$ cat config.mk
export PLATFORM = sky130hd
export DESIGN_NAME = prog_fetch_flat
export DESIGN_NICKNAME = d
export VERILOG_FILES = /design/src/rtl/prog_fetch_if.sv /design/src/rtl/prog_fetch.sv /design/src/flat_wrapper.sv
export SDC_FILE = /design/constraint.sdc
export NUM_CORES = 1
export LEC_CHECK = 0
export BUFFER_PORTS_ARGS = -buffer_cell sky130_fd_sc_hd__buf_2
export CORE_MARGIN = 3
export CORE_UTILIZATION = 40
export DETAILED_ROUTE_END_ITERATION = 16
export SLEW_MARGIN = 15
export SYNTH_ARGS = -nofsm -noshare
export SYNTH_HDL_FRONTEND = slang
export SYNTH_SLANG_ARGS = --single-unit
$ cat constraint.sdc
create_clock -name Clk -period 2.8 [get_ports Clk]
set_clock_uncertainty 0.1 [all_clocks]
set_input_delay 0.14 -clock Clk [delete_from_list [all_inputs] [get_ports Clk]]
set_output_delay 0.14 -clock Clk [all_outputs]
set_load 0.01 [all_outputs]
$ cat src/rtl/prog_fetch_if.sv
//==============================================================================
// Module : prog_fetch_if
// Brief  : Sequencer <-> decoder/ROM bundle for the program fetch sequencer.
// Rev    : 1.0  initial release
//==============================================================================
`default_nettype none

interface prog_fetch_if #(
    parameter int PC_W  = 10,
    parameter int CNT_W = 16
);
    logic             Start;
    logic             Stall;
    logic             Jen;
    logic             Taken;
    logic             Done;
    logic [PC_W-1:0]  Target;
    logic [PC_W-1:0]  ProgCtr;
    logic             InstValid;
    logic             Halted;
    logic [CNT_W-1:0] CycleCnt;
    logic [CNT_W-1:0] InstCnt;

    modport master (
        input  Start, Stall, Jen, Taken, Done, Target,
        output ProgCtr, InstValid, Halted, CycleCnt, InstCnt
    );

    modport slave (
        output Start, Stall, Jen, Taken, Done, Target,
        input  ProgCtr, InstValid, Halted, CycleCnt, InstCnt
    );
endinterface

`default_nettype wire

$ cat src/rtl/prog_fetch.sv
//==============================================================================
// Module : prog_fetch
// Brief  : Program-counter / fetch sequencer with stall hold, branch and perf counters.
// Rev    : 1.0  initial release
//==============================================================================
`default_nettype none

module prog_fetch #(
    parameter int PC_W      = 10,
    parameter int STALL_CYC = 1,
    parameter int CNT_W     = 16
) (
    input  logic          Clk,
    input  logic          Reset,
    prog_fetch_if.master  bus
);

    localparam int   HC_W        = (STALL_CYC < 1) ? 1 : $clog2(STALL_CYC + 1);
    localparam logic STALL_EN    = (STALL_CYC > 0);

    typedef enum logic [1:0] {
        S_IDLE = 2'd0,
        S_RUN  = 2'd1,
        S_HOLD = 2'd2,
        S_HALT = 2'd3
    } state_t;

    state_t           state_q, state_d;
    logic [PC_W-1:0]  pc_q, pc_d;
    logic [PC_W-1:0]  pend_q, pend_d;
    logic [HC_W-1:0]  hold_q, hold_d;
    logic [CNT_W-1:0] cyc_q, cyc_d;
    logic [CNT_W-1:0] inst_q, inst_d;

    logic [PC_W-1:0]  nxt_pc;
    logic [CNT_W-1:0] cyc_inc;
    logic [CNT_W-1:0] inst_inc;

    assign nxt_pc   = (bus.Jen && bus.Taken) ? bus.Target : pc_q + PC_W'(1);
    assign cyc_inc  = (cyc_q  == '1) ? cyc_q  : cyc_q  + CNT_W'(1);
    assign inst_inc = (inst_q == '1) ? inst_q : inst_q + CNT_W'(1);

    always_ff @(posedge Clk) begin
        if (Reset) begin
            state_q <= S_IDLE;
            pc_q    <= '0;
            pend_q  <= '0;
            hold_q  <= '0;
            cyc_q   <= '0;
            inst_q  <= '0;
        end else begin
            state_q <= state_d;
            pc_q    <= pc_d;
            pend_q  <= pend_d;
            hold_q  <= hold_d;
            cyc_q   <= cyc_d;
            inst_q  <= inst_d;
        end
    end

    always_comb begin
        state_d = state_q;
        pc_d    = pc_q;
        pend_d  = pend_q;
        hold_d  = hold_q;
        cyc_d   = cyc_q;
        inst_d  = inst_q;

        if (bus.Start) begin
            state_d = S_RUN;
            pc_d    = '0;
            hold_d  = '0;
            cyc_d   = '0;
            inst_d  = '0;
        end else begin
            case (state_q)
                S_RUN: begin
                    cyc_d = cyc_inc;
                    // Halt wins over stall: the halt retires immediately, no hold.
                    if (bus.Done) begin
                        state_d = S_HALT;
                        inst_d  = inst_inc;
                    end else if (bus.Stall && STALL_EN) begin
                        state_d = S_HOLD;
                        pend_d  = nxt_pc;
                        hold_d  = HC_W'(STALL_CYC);
                    end else begin
                        pc_d   = nxt_pc;
                        inst_d = inst_inc;
                    end
                end
                S_HOLD: begin
                    cyc_d = cyc_inc;
                    if (hold_q == HC_W'(1)) begin
                        state_d = S_RUN;
                        pc_d    = pend_q;
                        inst_d  = inst_inc;
                    end else begin
                        hold_d = hold_q - HC_W'(1);
                    end
                end
                default: ;
            endcase
        end
    end

    assign bus.ProgCtr   = pc_q;
    assign bus.InstValid = (state_q == S_RUN);
    assign bus.Halted    = (state_q == S_HALT);
    assign bus.CycleCnt  = cyc_q;
    assign bus.InstCnt   = inst_q;

endmodule

`default_nettype wire

$ cat src/flat_wrapper.sv
// flat-port wrapper written by rule: the top's interface ports become plain ports
module prog_fetch_flat 
#(
    parameter int PC_W      = 10,
    parameter int STALL_CYC = 1,
    parameter int CNT_W     = 16
)
  (Clk, Reset, bus_Start, bus_Stall, bus_Jen, bus_Taken, bus_Done, bus_Target, bus_ProgCtr, bus_InstValid, bus_Halted, bus_CycleCnt, bus_InstCnt);
  prog_fetch_if #(.PC_W(PC_W), .CNT_W(CNT_W)) bus_i ();
  input  logic Clk;
  input  logic Reset;
  input wire logic [$bits(bus_i.Start)-1:0] bus_Start;
  input wire logic [$bits(bus_i.Stall)-1:0] bus_Stall;
  input wire logic [$bits(bus_i.Jen)-1:0] bus_Jen;
  input wire logic [$bits(bus_i.Taken)-1:0] bus_Taken;
  input wire logic [$bits(bus_i.Done)-1:0] bus_Done;
  input wire logic [$bits(bus_i.Target)-1:0] bus_Target;
  output wire logic [$bits(bus_i.ProgCtr)-1:0] bus_ProgCtr;
  output wire logic [$bits(bus_i.InstValid)-1:0] bus_InstValid;
  output wire logic [$bits(bus_i.Halted)-1:0] bus_Halted;
  output wire logic [$bits(bus_i.CycleCnt)-1:0] bus_CycleCnt;
  output wire logic [$bits(bus_i.InstCnt)-1:0] bus_InstCnt;
  assign bus_i.Start = bus_Start;
  assign bus_i.Stall = bus_Stall;
  assign bus_i.Jen = bus_Jen;
  assign bus_i.Taken = bus_Taken;
  assign bus_i.Done = bus_Done;
  assign bus_i.Target = bus_Target;
  assign bus_ProgCtr = bus_i.ProgCtr;
  assign bus_InstValid = bus_i.InstValid;
  assign bus_Halted = bus_i.Halted;
  assign bus_CycleCnt = bus_i.CycleCnt;
  assign bus_InstCnt = bus_i.InstCnt;
  prog_fetch #(.PC_W(PC_W), .STALL_CYC(STALL_CYC), .CNT_W(CNT_W)) u_core (.Clk(Clk), .Reset(Reset), .bus(bus_i));
endmodule
==> results.yml <==
outcome:
  outcome: "completed"
job:
  cap_violations: 0
detailed_routing:
  wl_met1_microns: 3427
  via_per_inst: 5.318
  via_count: 2696
  top_layer: "met4"
  route.met2.wl_microns: 3122
  post_drt_wl_per_cell_microns: 13.80
  first_pass_iters: 4
  routed_wl_microns: 6996
  route.detailed.drc: 0
  postRouteAntennaNets: 0
  dr_wl_met3_microns: 333
  drt_first_iter_violations: 126
power_and_ir_drop:
  power_mw: 1.479
  pwr-share-seq_pct: 55.4
  power.density_mw_per_mm2: 440.3
  p_sw_mw: 0.4005
  pwr-share-comb_pct: 12.8
  peakVddDrop_mv: 0.2639
  leakagePower_nw: 1.257
  sw_frac_of_total_pct: 27.09
  clockPowerShare_pct: 31.7
  intPower_mw: 1.078
floorplanning:
  initial_core_util_pct: 41.89
  die_x_microns: 90.82
  core_sq_mm: 0.006869
  die_area_sq_mm: 0.008248
  ios: 61
  floorplan.rows: 30
  die_y_microns: 90.82
global_routing:
  antenna_found_initial: 0
  grt_remaining_overflow: 0
  track_usage_pct: 16.95
  grt_pass1_wl_microns: 11590
  grt_start_max_net_pins: 27
  grt_pass1_vias: 2398
placed_design:
  io_buffer_count: 60
  dp_hpwl_microns: 5008
  place_ws_ns: 0.6632
  gp_congestion: 0.7656
min_path:
  min-delay-path-class: "in2reg"
  whs_endpoint: "u_core.state_q[0]"
  hp-start: "bus_Start"
  hold_path_depth: 3
worst_setup_path:
  worst-path-max-fanout: 9
  cp.arrival_ns: 2.31
  rr_startpoint: "u_core.state_q[0]"
  r2r_end: "u_core.bus.CycleCnt[7]"
  slowest_stage: "nor3_1"
  crit_path_start_kind: "flip-flop"
  end_kind: "flip-flop"
  worst-endpoint-required_ns: 2.95
  critPathTopFamily: "simple AND/OR/NAND/NOR gates"
  cp_slowest_stage_delay_ns: 0.60
  reg2regPathDepth: 6
  path_cells: "inv_1, ha_1, nor3_1, and4_1, o21ai_0, a31oi_1"
  critPathBufInv: 1
  rrSetupSlack_ns: 0.63
  crit_type: "reg2reg"
cts:
  cts.path.max_buffers: 2
  cts.sinks: 55
  cts_root_buf: "clkbuf_8"
  cts_buffers: 5
  hold_buffers: 0
  path_clk_slew_ns: 0.10
  cts_tree: "done"
  postCtsResizedCells: 0
  post_cts_buffers: 0
  htree_levels: 2
  worstSkewPairLatency_ns: 0.31
timing:
  max_freq_ghz: 0.4616
  tns_ns: 0
  period_needed_ns: 2.166
  hold_violations: 0
  setup_viol_count_final: 0
  worst_pin_slew_ns: 0.6530
  slew_viol_final: 0
  rsz0062_at_grt: "no"
  max_slew_margin_pct: 56.13
  layout_worst_path_cycle_share_pct: 77.37
  fin_ws_ns: 0.6335
layout:
  final_nets: 433
  final_cell_mix: "buf_2 (60), nor2_1 (57), dfxtp_1 (55), nand2_1 (28), a21oi_1 (27)"
  area_delta_synth_final_pct: 16.70
  diodes: 0
  layout_commonest_cell: "buf_2"
  drive_above_1_share_pct: 19.95
yosys:
  yosys-top-cells-area: "dfxtp_1 (38%), nor2_1 (7.4%), xnor2_1 (5.5%), a21oi_1 (4.7%), nand2_1 (3.7%)"
  syn_avg_cell_area_sq_um: 8.106
  ys_seq_elements: 55
  synth_top_area_share_pct: 38.26
  synth_seq_area_share_pct: 38.26
  yosysTopAreaCell: "dfxtp_1"
  synthesis.area_sq_mm: 0.002878
  async_flop_share_pct: 0
  syn_nets: 378
  synth_cell_types: 49
  synthesis.instances: 355
  yosys_warnings: 0
  synth_edf_count: 0
  synthFlopType: "dfxtp_1"
==> Yosys cell counts (4+ instances only) <==
| library cell | instances |
|---|---|
| nor2_1 | 57 |
| dfxtp_1 | 55 |
| nand2_1 | 28 |
| a21oi_1 | 27 |
| o21ai_0 | 18 |
| xnor2_1 | 18 |
| clkbuf_1 | 14 |
| nand3_1 | 13 |
| nand4_1 | 11 |
| nor3_1 | 11 |
| xor2_1 | 11 |
| a211oi_1 | 8 |
| a31oi_1 | 8 |
| ha_1 | 6 |
| inv_1 | 6 |
| mux2i_1 | 6 |
| and3_1 | 5 |
| nand2b_1 | 4 |
==> cells by family (layout without fill, tap and decap cells) <==
family | after synthesis | after routing | share of synthesized area [%]
AO/OA/AOI/OAI | 78 | 78 | 16.61
XOR/XNOR | 29 | 29 | 8.826
adder cells (fa/ha/maj) | 6 | 6 | 2.609
buffers and inverters | 22 | 78 | 3.043
flip-flops | 55 | 55 | 38.26
multiplexers | 7 | 7 | 2.478
AND/OR/NAND/NOR | 158 | 158 | 28.17
==> stage by stage <==
stage | std cells | hold WS, ns | utilization [%] | instance area [sq um]
2_1_floorplan | 355 | 0.1128 | - | 2878
4_1_cts | 507 | 0.01977 | 48.89 | 3358
3_3_place_gp | 499 | 0.3430 | 47.50 | 3263
6_report | 507 | 0.03165 | 48.89 | 3358
3_5_place_dp | 499 | 0.3493 | 47.50 | 3263
5_1_grt | 507 | 0.03671 | 48.89 | 3358
==> cell type report <==
cell class | count | area [sq um]
Sequential cell | 55 | 1101
Multi-Input combinational cell | 278 | 1689
Fill cell | 699 | 3511
Inverter | 6 | 22.52
Tap cell | 96 | 120.1
Clock inverter | 1 | 8.758
Timing Repair Buffer | 64 | 330.3
Clock buffer | 7 | 86.33
==> power by group through the flow <==
stage               Combinational (mW)  Clock (mW)  Sequential, mW
global route                     0.216       0.510           0.823
CTS                              0.191       0.482           0.820
floorplan                        0.127           0           0.838
detailed placement               0.190           0           0.838
global placement                 0.187           0           0.837
finish                           0.190       0.469           0.820
==> worst reg2reg max path: cells and delay by family, from the launching register on <==
kind | cells | cell delay (ns)
AND/OR/NAND/NOR | 2 | 0.89
buffers and inverters | 1 | 0.07
flip-flops | 1 | 0.40
adder cells (fa/ha/maj) | 1 | 0.42
AO/OA/AOI/OAI | 2 | 0.22
==> metal layers <==
layer	vias up	GRT usage (%)
met5	-	0
met4	0	5.151
met3	11	3.750
met2	48	26.44
met1	1260	23.37
li1	1377	-
==> worst max-delay path by stage <==
stage | from | to | cells after the start
after floorplan | u_core.state_q[0] | u_core.bus.InstCnt[14] | 8
after detailed placement | u_core.state_q[0] | u_core.bus.CycleCnt[7] | 6
after global routing | u_core.state_q[0] | u_core.bus.CycleCnt[7] | 6
after global placement | u_core.state_q[0] | u_core.bus.CycleCnt[7] | 6
after CTS | u_core.state_q[0] | u_core.bus.CycleCnt[7] | 6
final | u_core.state_q[0] | u_core.bus.CycleCnt[7] | 6
==> state kept, by name, indices dropped and copies added, names as in the netlist <==
| signal | flops |
|---|---|
| u_core.hold_q | 1 |
| u_core.state_q | 2 |
| u_core.bus.CycleCnt | 16 |
| u_core.pend_q | 10 |
| u_core.bus.InstCnt | 16 |
| u_core.bus.ProgCtr | 10 |
No activity file was read; power rests on OpenSTA's default activity.
